File: config.mk
export PLATFORM = sky130hd
export DESIGN_NAME = pipeline_hazard_controller
export DESIGN_NICKNAME = d
export VERILOG_FILES = /design/src/rtl/pipeline_hazard_controller.sv
export SDC_FILE = /design/constraint.sdc
export NUM_CORES = 1
export LEC_CHECK = 0
export BUFFER_PORTS_ARGS = -buffer_cell sky130_fd_sc_hd__buf_2
export CORE_UTILIZATION = 50
export CTS_BUF_LIST = sky130_fd_sc_hd__clkbuf_4
export CTS_CLUSTER_DIAMETER = 60
export DETAILED_ROUTE_END_ITERATION = 10
export GPL_ROUTABILITY_DRIVEN = 0
export GPL_TIMING_DRIVEN = 0
export PLACE_DENSITY = 0.8
export RECOVER_POWER = 25
export SETUP_SLACK_MARGIN = 0.15
export SLEW_MARGIN = 20
export SYNTH_ARGS = -nofsm -noshare
export SYNTH_HDL_FRONTEND = slang
export SYNTH_SLANG_ARGS = --single-unit
File: constraint.sdc
create_clock -name clk -period 2.8 [get_ports clk]
set_input_delay 0.14 -clock clk [delete_from_list [all_inputs] [get_ports clk]]
set_output_delay 0.14 -clock clk [all_outputs]
set_load 0.005 [all_outputs]
File: src/rtl/pipeline_hazard_controller.sv
// Stall/flush/forward sequencer for the 5-stage pipeline, with a mul/div hold FSM and a stall counter.
// Define HAZARD_FORWARD_EN to enable EX/MEM forwarding, which limits data stalls to load-use.
module pipeline_hazard_controller #(
  parameter int MULDIV_LATENCY = 4,
  parameter int STALL_CNT_W    = 16
) (
  input  logic                   clk,
  input  logic                   rst,
  input  logic [4:0]             id_rs,
  input  logic [4:0]             id_rt,
  input  logic                   id_usesRs,
  input  logic                   id_usesRt,
  input  logic                   id_branchTaken,
  input  logic [4:0]             ex_registerWriteBackDestination,
  input  logic                   ex_ifWriteRegsFile,
  input  logic                   ex_isLoad,
  input  logic                   ex_isMulDiv,
  input  logic [4:0]             mem_registerWriteBackDestination,
  input  logic                   mem_ifWriteRegsFile,
  input  logic                   clear_stall_cnt,
  output logic                   pc_writeEnable,
  output logic                   ifid_writeEnable,
  output logic                   ifid_flush,
  output logic                   idex_writeEnable,
  output logic                   idex_flush,
  output logic                   exmem_flush,
  output logic                   muldiv_start,
  output logic [1:0]             forward_a,
  output logic [1:0]             forward_b,
  output logic [STALL_CNT_W-1:0] stall_cnt
);

  typedef enum logic {RUN, MD_BUSY} state_t;

  localparam logic [3:0] MD_LOAD = 4'(MULDIV_LATENCY - 2);

  state_t                 state, next_state;
  logic [3:0]             md_cnt, md_cnt_next;
  logic [STALL_CNT_W-1:0] cnt;

  logic ex_rs_match, ex_rt_match, mem_rs_match, mem_rt_match;
  logic data_stall;
  logic [1:0] fwd_a, fwd_b;

  // Register 0 is hardwired, so it can never be the source of a hazard.
  assign ex_rs_match  = id_usesRs && ex_ifWriteRegsFile &&
                        (ex_registerWriteBackDestination != 5'd0) &&
                        (ex_registerWriteBackDestination == id_rs);
  assign ex_rt_match  = id_usesRt && ex_ifWriteRegsFile &&
                        (ex_registerWriteBackDestination != 5'd0) &&
                        (ex_registerWriteBackDestination == id_rt);
  assign mem_rs_match = id_usesRs && mem_ifWriteRegsFile &&
                        (mem_registerWriteBackDestination != 5'd0) &&
                        (mem_registerWriteBackDestination == id_rs);
  assign mem_rt_match = id_usesRt && mem_ifWriteRegsFile &&
                        (mem_registerWriteBackDestination != 5'd0) &&
                        (mem_registerWriteBackDestination == id_rt);

`ifdef HAZARD_FORWARD_EN
  assign data_stall = ex_isLoad && (ex_rs_match || ex_rt_match);
  assign fwd_a = (ex_rs_match && !ex_isLoad) ? 2'b10 : (mem_rs_match ? 2'b01 : 2'b00);
  assign fwd_b = (ex_rt_match && !ex_isLoad) ? 2'b10 : (mem_rt_match ? 2'b01 : 2'b00);
`else
  logic unused_load;
  assign unused_load = ex_isLoad;
  assign data_stall  = ex_rs_match || ex_rt_match || mem_rs_match || mem_rt_match;
  assign fwd_a       = 2'b00;
  assign fwd_b       = 2'b00;
`endif

  always_ff @(posedge clk or posedge rst) begin
    if (rst) begin
      state  <= RUN;
      md_cnt <= 4'd0;
    end else begin
      state  <= next_state;
      md_cnt <= md_cnt_next;
    end
  end

  // Priority: mul/div hold, then data stall, then branch flush.
  always_comb begin
    next_state       = state;
    md_cnt_next      = md_cnt;
    pc_writeEnable   = 1'b1;
    ifid_writeEnable = 1'b1;
    idex_writeEnable = 1'b1;
    ifid_flush       = 1'b0;
    idex_flush       = 1'b0;
    exmem_flush      = 1'b0;
    muldiv_start     = 1'b0;
    forward_a        = fwd_a;
    forward_b        = fwd_b;
    if (rst) begin
      pc_writeEnable   = 1'b0;
      ifid_writeEnable = 1'b0;
      idex_writeEnable = 1'b0;
      ifid_flush       = 1'b1;
      idex_flush       = 1'b1;
      exmem_flush      = 1'b1;
      forward_a        = 2'b00;
      forward_b        = 2'b00;
    end else begin
      case (state)
        RUN: begin
          if (ex_isMulDiv) begin
            muldiv_start     = 1'b1;
            pc_writeEnable   = 1'b0;
            ifid_writeEnable = 1'b0;
            idex_writeEnable = 1'b0;
            exmem_flush      = 1'b1;
            md_cnt_next      = MD_LOAD;
            next_state       = MD_BUSY;
          end else if (data_stall) begin
            pc_writeEnable   = 1'b0;
            ifid_writeEnable = 1'b0;
            idex_flush       = 1'b1;
          end else if (id_branchTaken) begin
            ifid_flush       = 1'b1;
          end
        end
        MD_BUSY: begin
          if (md_cnt != 4'd0) begin
            pc_writeEnable   = 1'b0;
            ifid_writeEnable = 1'b0;
            idex_writeEnable = 1'b0;
            exmem_flush      = 1'b1;
            md_cnt_next      = md_cnt - 4'd1;
          end else begin
            next_state       = RUN;
          end
        end
        default: next_state = RUN;
      endcase
    end
  end

  // Clear beats increment; the count sticks at all-ones.
  always_ff @(posedge clk or posedge rst) begin
    if (rst) begin
      cnt <= '0;
    end else if (clear_stall_cnt) begin
      cnt <= '0;
    end else if (!pc_writeEnable && (cnt != {STALL_CNT_W{1'b1}})) begin
      cnt <= cnt + 1'b1;
    end
  end

  assign stall_cnt = cnt;

endmodule

==> impl_results.md, run 1 <==
* CP most frequent cell: buf_4
* Psw at 264 µW
* Die area at 3460 µm²
* DRT Pass-1 Iters at 4
* Int Power at 518 µW
* Final hold violation count at 0
* Sw Ratio at 0.338
* Synth Instances at 181
* Crit path DAT at 2.24 ns
* Area grow syn2layout at 21.9%
* Total congestion overflow at 0
* Clock Tree Buf Depth at 2
* Clock power frac at 0.186
* Fmax at 420 MHz
* RSZ-0062 raised after global routing: no
* Max FO, Critical Path at 10
* Slowest CP cell: or3_1
* Register area at 526 µm²
* GRT Overall Usage at 0.224
* Max Slew Vio Count at 0
* Via-to-Cell Ratio at 5.24
* Setup ws final at 0.418 ns
* Net count, final at 272
* Clk Latency, worst-skew pair at 0.30 ns
* Top FF cell, synth: dfrtp_1
* Setup TNS at 0 ns
* Register area share after synthesis at 0.325
* Clock sink total at 21
* Max-cap violation count at 0
* Synth top cells by count: dfrtp_1, xnor2_1, nor2_1, nand2_1
* Combinational power share at 0.335
* Die width at 58.9 µm
* Setup crit start kind: flip-flop
* Fin crit share at 0.851
* CP startpoint: state
* Cell area after synthesis at 1620 µm²
* Row count at 20
* First-pass GRT wire length at 5980 µm
* Initial core utilization at 0.530
* Outcome: completed
* Top cells by area, synth: dfrtp_1, xnor2_1, nand4_1
* Vias in the first global route at 1411
* Detailed-route DRC error count at 0
* Routed len/inst at 12.6 µm
* CP endpoint kind: output port
* WP data required at 2.66 ns
* Post-CTS setup buffer count at 0
* N_diodes at 0
* Setup violations, final at 0
* Min Tclk post-route at 2.38 ns
* Power Dens Cells at 397 nW/µm²
* Share of the synthesized area in the top cell type at 0.325
* Pre-CTS setup slack at 0.423 ns
* Number of antenna violations at the first check in global routing at 0
* Crit path largest cell delay at 0.43 ns
* Avg Cell Area, Syn at 8.93 µm²
* EDFF count, synth at 0
* DRT antenna net count at 0
* Seq cells post-synth at 21
* Total power at 781 µW
* IO Count at 57
* Yosys warning count at 0
* Total Wirelength at 3550 µm
* IO buf count at 51
* CTS tree: done
* R2R Path Start: stall_cnt[4]
* R2R Setup Slk at 0.49 ns
* Largest net degree at the start of global routing at 24
* H-tree depth at 1
* Synth area leader: dfrtp_1
* Hold Path Class: in -> async
* Total CTS buffers at 3
* Reg power frac at 0.479
* Layout cells sized above 1 at 0.318
* Rel. slew slack at 0.428
* Filler cell count at 282
* Reg2reg end: stall_cnt[6]
* Total core area at 3050 µm²
* Async set-reset flop share out of synthesis at 1.00
* Iter 0 DRT Violations at 88
* Crit-path cells: clkbuf_1 -> or3_1 -> a221oi_2 -> buf_4 -> nand2b_1 -> buf_4 -> buf_2
* Clock transition at the registers of the reported paths at 0.12 ns
* Die H at 58.9 µm
* Area of the multi-input gates at 1010 µm²
* Via count at 1483
* Max IR drop VDD at 208 µV
* WS Path Type: reg -> out
* DP Wirelength at 2820 µm
* Clk root buf: clkbuf_4
* Synth unique cells at 42
* R2r worst-path depth at 7
* Leak Pwr at 0.000902 µW
* Worst clock skew at 0.00126 ns
* Worst Tran Pin Value at 0.857 ns
==> per-stage QoR <==
step | utilization | hold WS (ns) | cells | cell area (µm²)
detailed placement | 0.635 | 0.420 | 279 | 1940
CTS | 0.644 | 0.0699 | 283 | 1970
global route | 0.645 | 0.159 | 283 | 1970
global placement | 0.635 | 0.405 | 279 | 1940
floorplan | - | 0.133 | 184 | 1630
finish | 0.645 | 0.0913 | 283 | 1970
==> state kept, by name, indices dropped and copies added, names as in the netlist <==
name	count
md_cnt	4
state	1
stall_cnt	16
==> worst max path at each step <==
stage,endpoint,slack (ns),depth (start not counted)
6_report,pc_writeEnable,0.42,7
3_5_place_dp,stall_cnt[6],0.42,7
4_1_cts,pc_writeEnable,0.39,7
5_1_grt,pc_writeEnable,0.27,7
3_3_place_gp,stall_cnt[6],0.47,7
2_1_floorplan,stall_cnt[6],0.79,7
==> cell families (layout without fill, tap and decap cells) <==
family | after synthesis | in the layout | synth area share
AND/OR/NAND/NOR | 85 | 85 | 0.292
AO/OA/AOI/OAI | 22 | 22 | 0.107
adder cells (fa/ha/maj) | 2 | 2 | 0.0155
buffers and inverters | 18 | 73 | 0.0611
multiplexers | 10 | 10 | 0.0782
flip-flops | 21 | 21 | 0.325
XOR/XNOR | 22 | 22 | 0.119
other | 1 | 4 | 0.00232
==> per-layer routing <==
metal / track usage / up-vias / wire length (µm)
li1: - / 761 / -
met1: 0.283 / 682 / 1610
met2: 0.399 / 36 / 1800
met3: 0.0286 / 4 / 121
met4: 0.0612 / 0 / 27
met5: 0 / - / 0
==> power by group through the flow <==
stage | Combinational [µW] | Sequential, µW | Clock, µW
2_1_floorplan | 175 | 375 | 0
3_3_place_gp | 257 | 379 | 0
3_5_place_dp | 264 | 381 | 0
4_1_cts | 265 | 375 | 153
5_1_grt | 297 | 382 | 165
6_report | 262 | 374 | 145
==> what timing repair did <==
item,4_1_cts,5_1_grt
hold endpoints to repair,0,0
hold buffers,0,0
endpoints found under the setup margin,0,4
gates resized for setup,0,1
==> worst max-delay path: cells and delay by family (launching register included) <==
family          cells  cell delay (ns)
flops               1             0.38
simple gates        2             0.57
buf+inv             4             0.64
compound gates      1             0.35
==> layout make-up <==
class,count,share of cell area
Timing Repair Buffer,51,0.129
Clock inverter,1,0.00254
Buffer,12,0.0387
Clock buffer,3,0.0114
Tap cell,44,0.0279
Inverter,6,0.0114
Multi-Input combinational cell,145,0.512
Sequential cell,21,0.267
==> cells in the final DEF, fill, tap and decap left out, types with 5 or more instances in the layout <==
cell	Yosys	final
nor2_1	16	16
xnor2_1	21	21
nor4_1	10	9
buf_4	6	6
or4_1	6	6
dfrtp_1	21	21
clkbuf_1	4	5
mux2_1	5	5
nand4_1	10	10
nand2_1	15	15
nor2b_1	7	7
buf_2	1	51
inv_1	6	6
No activity file was read; power rests on OpenSTA's default activity.
==> run 2, diff against run 1 <==
--- a/config.mk
+++ b/config.mk
@@ -13,7 +13,6 @@
 export GPL_ROUTABILITY_DRIVEN = 0
 export GPL_TIMING_DRIVEN = 0
 export PLACE_DENSITY = 0.8
-export RECOVER_POWER = 25
 export SETUP_SLACK_MARGIN = 0.15
 export SLEW_MARGIN = 20
 export SYNTH_ARGS = -nofsm -noshare
==> impl_results.md, run 2 (synthesis results as in run 1) <==
* Outcome: completed
* Setup crit start kind: flip-flop
* Die H at 58.9 µm
* Clk Latency, worst-skew pair at 0.30 ns
* Clock transition at the registers of the reported paths at 0.12 ns
* Largest net degree at the start of global routing at 24
* Area grow syn2layout at 22.0%
* Fmax at 420 MHz
* Power Dens Cells at 396 nW/µm²
* Worst clock skew at 0.00126 ns
* Hold Path Class: in -> async
* Worst Tran Pin Value at 0.859 ns
* RSZ-0062 raised after global routing: no
* Max IR drop VDD at 208 µV
* Int Power at 518 µW
* DP Wirelength at 2820 µm
* Total CTS buffers at 3
* CTS tree: done
* Filler cell count at 281
* Post-CTS resize count at 0
* Min Tclk post-route at 2.38 ns
* Max-cap violation count at 0
* Total power at 782 µW
* Vias in the first global route at 1411
* Max Slew Vio Count at 0
* WS Path Type: reg -> out
* Via count at 1483
* Reg power frac at 0.479
* H-tree depth at 1
* Clock sink total at 21
* Clk root buf: clkbuf_4
* # hold bufs at CTS at 0
* Most common cell after layout, fill and taps aside: buf_2
* GRT Overall Usage at 0.224
* Total core area at 3050 µm²
* IO Count at 57
* Leak Pwr at 0.000904 µW
* Most frequent cells in the layout: buf_2, xnor2_1, dfrtp_1
* Worst hold slack at 0.0521 ns
* Final Cell Area at 1970 µm²
* Layout cells sized above 1 at 0.322
* Crit path DAT at 2.24 ns
* Total congestion overflow at 0
* Clock Tree Buf Depth at 2
* Setup violations, final at 0
* Die width at 58.9 µm
* Number of antenna violations at the first check in global routing at 0
* Max FFs per register at 16
* Final hold violation count at 0
* Combinational power share at 0.336
* IO buf count at 51
* CP endpoint kind: output port
* Total Wirelength at 3560 µm
* Psw at 264 µW
* DRT Pass-1 Iters at 4
* Net count, final at 272
* N_diodes at 0
* Clock power frac at 0.186
* Routed len/inst at 12.6 µm
* Final core utilization at 0.646
* Post-CTS setup buffer count at 0
* Sw Ratio at 0.338
* Placed cell area at 1940 µm²
* Via-to-Cell Ratio at 5.24
* Max FO, Critical Path at 10
* WP data required at 2.66 ns
* First-pass GRT wire length at 5980 µm
* Detailed-route DRC error count at 0
* Setup TNS at 0 ns
* Iter 0 DRT Violations at 88
* DRT antenna net count at 0
* Die area at 3460 µm²
* Fin crit share at 0.851
* Row count at 20
* Rel. slew slack at 0.427
* Initial core utilization at 0.530
## run 2: cell count changes in the layout (fill, tap and decap cells not counted)
cell      before  now
buf_2         51   52
clkbuf_1       5    4
## run 2: per-stage QoR
stage	cells	setup WS (ns)
after detailed placement	279	0.423
after floorplan	184	0.792
after global routing	283	0.268
after CTS	283	0.394
final	283	0.418
after global placement	279	0.469
## run 2: cell type report
class	instances	area, µm²	share of cell area
Multi-Input combinational cell	145	1010	0.512
Sequential cell	21	526	0.266
Timing Repair Buffer	51	255	0.129
Buffer	12	76.3	0.0387
Tap cell	44	55.1	0.0279
Clock buffer	3	22.5	0.0114
Inverter	6	22.5	0.0114
Clock inverter	1	5.00	0.00254
## run 2: power by group through the flow
| stage | Combinational (µW) | Sequential (µW) | Clock (µW) |
|---|---|---|---|
| global route | 297 | 382 | 165 |
| floorplan | 175 | 375 | 0 |
| CTS | 265 | 375 | 153 |
| detailed placement | 264 | 381 | 0 |
| global placement | 257 | 379 | 0 |
| finish | 262 | 374 | 145 |
## run 2: routing by layer
layer | up-vias | track usage | part of all wire
met5 | - | 0 | 0
met4 | 0 | 0.0612 | 0.0076
met3 | 4 | 0.0286 | 0.034
met2 | 36 | 0.399 | 0.51
met1 | 682 | 0.283 | 0.45
li1 | 761 | - | -
## run 2: path summary, 6_finish.rpt
check,start,endpoint,slack [ns],cells after the start
worst max-delay path,state,pc_writeEnable,0.42,7
worst min-delay path,rst,md_cnt[3],0.05,2
worst max register to register,stall_cnt[4],stall_cnt[6],0.49,7
worst min register to register,md_cnt[1],md_cnt[1],0.58,2
max in group asynchronous,rst,stall_cnt[10],2.22,2
min in group clk,rst,state,0.12,3
## run 2: critical path: stages, from the launching register on
cell and delay [ns]:
dfrtp_1 0.38, clkbuf_1 0.18, or3_1 0.43, a221oi_2 0.35
buf_4 0.25, nand2b_1 0.14, buf_4 0.11, buf_2 0.10
==> run 3, diff against run 2 <==
--- a/config.mk
+++ b/config.mk
@@ -12,9 +12,10 @@
 export DETAILED_ROUTE_END_ITERATION = 10
 export GPL_ROUTABILITY_DRIVEN = 0
 export GPL_TIMING_DRIVEN = 0
+export HOLD_SLACK_MARGIN = 0.03
 export PLACE_DENSITY = 0.8
+export RECOVER_POWER = 100
 export SETUP_SLACK_MARGIN = 0.15
-export SLEW_MARGIN = 20
 export SYNTH_ARGS = -nofsm -noshare
 export SYNTH_HDL_FRONTEND = slang
 export SYNTH_SLANG_ARGS = --single-unit
==> impl_results.md, run 3 (synthesis results as in run 1) <==
* Total CTS buffers at 3
* DP Wirelength at 2820 µm
* Area grow syn2layout at 20.0%
* Max FO, Critical Path at 10
* Row count at 20
* Vias in the first global route at 1411
* H-tree depth at 1
* Final core utilization at 0.635
* Fmax at 408 MHz
* Leak Pwr at 0.000860 µW
* Detailed-route DRC error count at 0
* Worst Tran Pin Value at 0.860 ns
* IO Count at 57
* Setup crit start kind: flip-flop
* CTS tree: done
* Die H at 58.9 µm
* Clock sink total at 21
* Clk root buf: clkbuf_4
* Layout cells sized above 1 at 0.264
* Min Tclk post-route at 2.45 ns
* Worst hold slack at 0.0937 ns
* IO buf count at 51
* Largest net degree at the start of global routing at 24
* Max FFs per register at 16
* Register area at 526 µm²
* WP data required at 3.00 ns
* Max IR drop VDD at 209 µV
* Setup TNS at 0 ns
* GRT Overall Usage at 0.224
* First-pass GRT wire length at 5980 µm
* N_diodes at 0
* Total Wirelength at 3560 µm
* Iter 0 DRT Violations at 83
* Hold Path Class: in -> async
* DRT Pass-1 Iters at 4
* Number of antenna violations at the first check in global routing at 0
* Total congestion overflow at 0
* Crit path DAT at 2.65 ns
* Net count, final at 272
* Clock Tree Buf Depth at 2
* Outcome: completed
* Max-cap violation count at 0
* Setup violations, final at 0
* DRT antenna net count at 0
* RSZ-0062 raised after global routing: no
* Power Dens Cells at 402 nW/µm²
* Fin crit share at 0.876
* Via count at 1489
* Worst clock skew at 0.000947 ns
* Most common cell after layout, fill and taps aside: buf_2
* WS Path Type: reg -> reg
* Routed len/inst at 12.6 µm
* Clk Latency, worst-skew pair at 0.30 ns
* Die width at 58.9 µm
* Filler cell count at 294
* Max Slew Vio Count at 0
* Area of the multi-input gates at 993 µm²
* Clock transition at the registers of the reported paths at 0.12 ns
* CP endpoint kind: flip-flop
* Rel. slew slack at 0.426
* Total core area at 3050 µm²
* Final hold violation count at 0
* Die area at 3460 µm²
* Most frequent cells in the layout: buf_2, xnor2_1, dfrtp_1
* Via-to-Cell Ratio at 5.26
* Initial core utilization at 0.530
## run 3: worst max-delay path: stages (launching register included)
cell,delay [ns]
dfrtp_1,0.46
nand4_1,0.18
nor4_1,0.51
nand3_1,0.29
nor2_2,0.24
buf_2,0.26
nor4_1,0.10
mux2_4,0.32
## run 3: per-stage QoR
step / worst slack [ns] / cell area [µm²] / cells / total power [µW]
floorplan: 0.792 / 1630 / 184 / 550
global placement: 0.469 / 1940 / 279 / 637
detailed placement: 0.423 / 1940 / 279 / 645
finish: 0.348 / 1940 / 283 / 780
CTS: 0.394 / 1970 / 283 / 793
global route: 0.159 / 1940 / 283 / 841
## run 3: power breakdown
group          internal [µW]  total (µW)  switching, µW
clock                   53.2         145           91.6
sequential               341         374           32.9
combinational            122         261            139
## run 3: timing repair
item | in CTS | in global routing
hold buffers | 0 | 0
buffers inserted | 0 | 0
gates resized for setup | 0 | 1
setup endpoints to repair | 0 | 4
## run 3: layer usage
| metal | vias up | routed length, µm | global-route usage |
|---|---|---|---|
| li1 | 762 | - | - |
| met3 | 4 | 120 | 0.0286 |
| met5 | - | 0 | 0 |
| met1 | 689 | 1610 | 0.283 |
| met4 | 0 | 27 | 0.0612 |
| met2 | 34 | 1810 | 0.399 |
## run 3: cell type report
type,count,area share
clock inverter,1,0.00258
buffer,12,0.0381
clock buffer,3,0.0116
inverter,6,0.0116
tap,44,0.0284
sequential,21,0.271
timing repair buffer,51,0.125
multi-input combinational,145,0.512
## run 3: worst paths after layout
path	start	end	slack, ns	cells past startpoint
worst max-delay path	stall_cnt[4]	stall_cnt[6]	0.35	7
worst min-delay path	rst	md_cnt[3]	0.09	2
worst max register to register	stall_cnt[4]	stall_cnt[6]	0.35	7
worst min register to register	md_cnt[1]	md_cnt[1]	0.58	2
max in group asynchronous	rst	stall_cnt[7]	2.18	2
min in group clk	rst	state	0.16	3
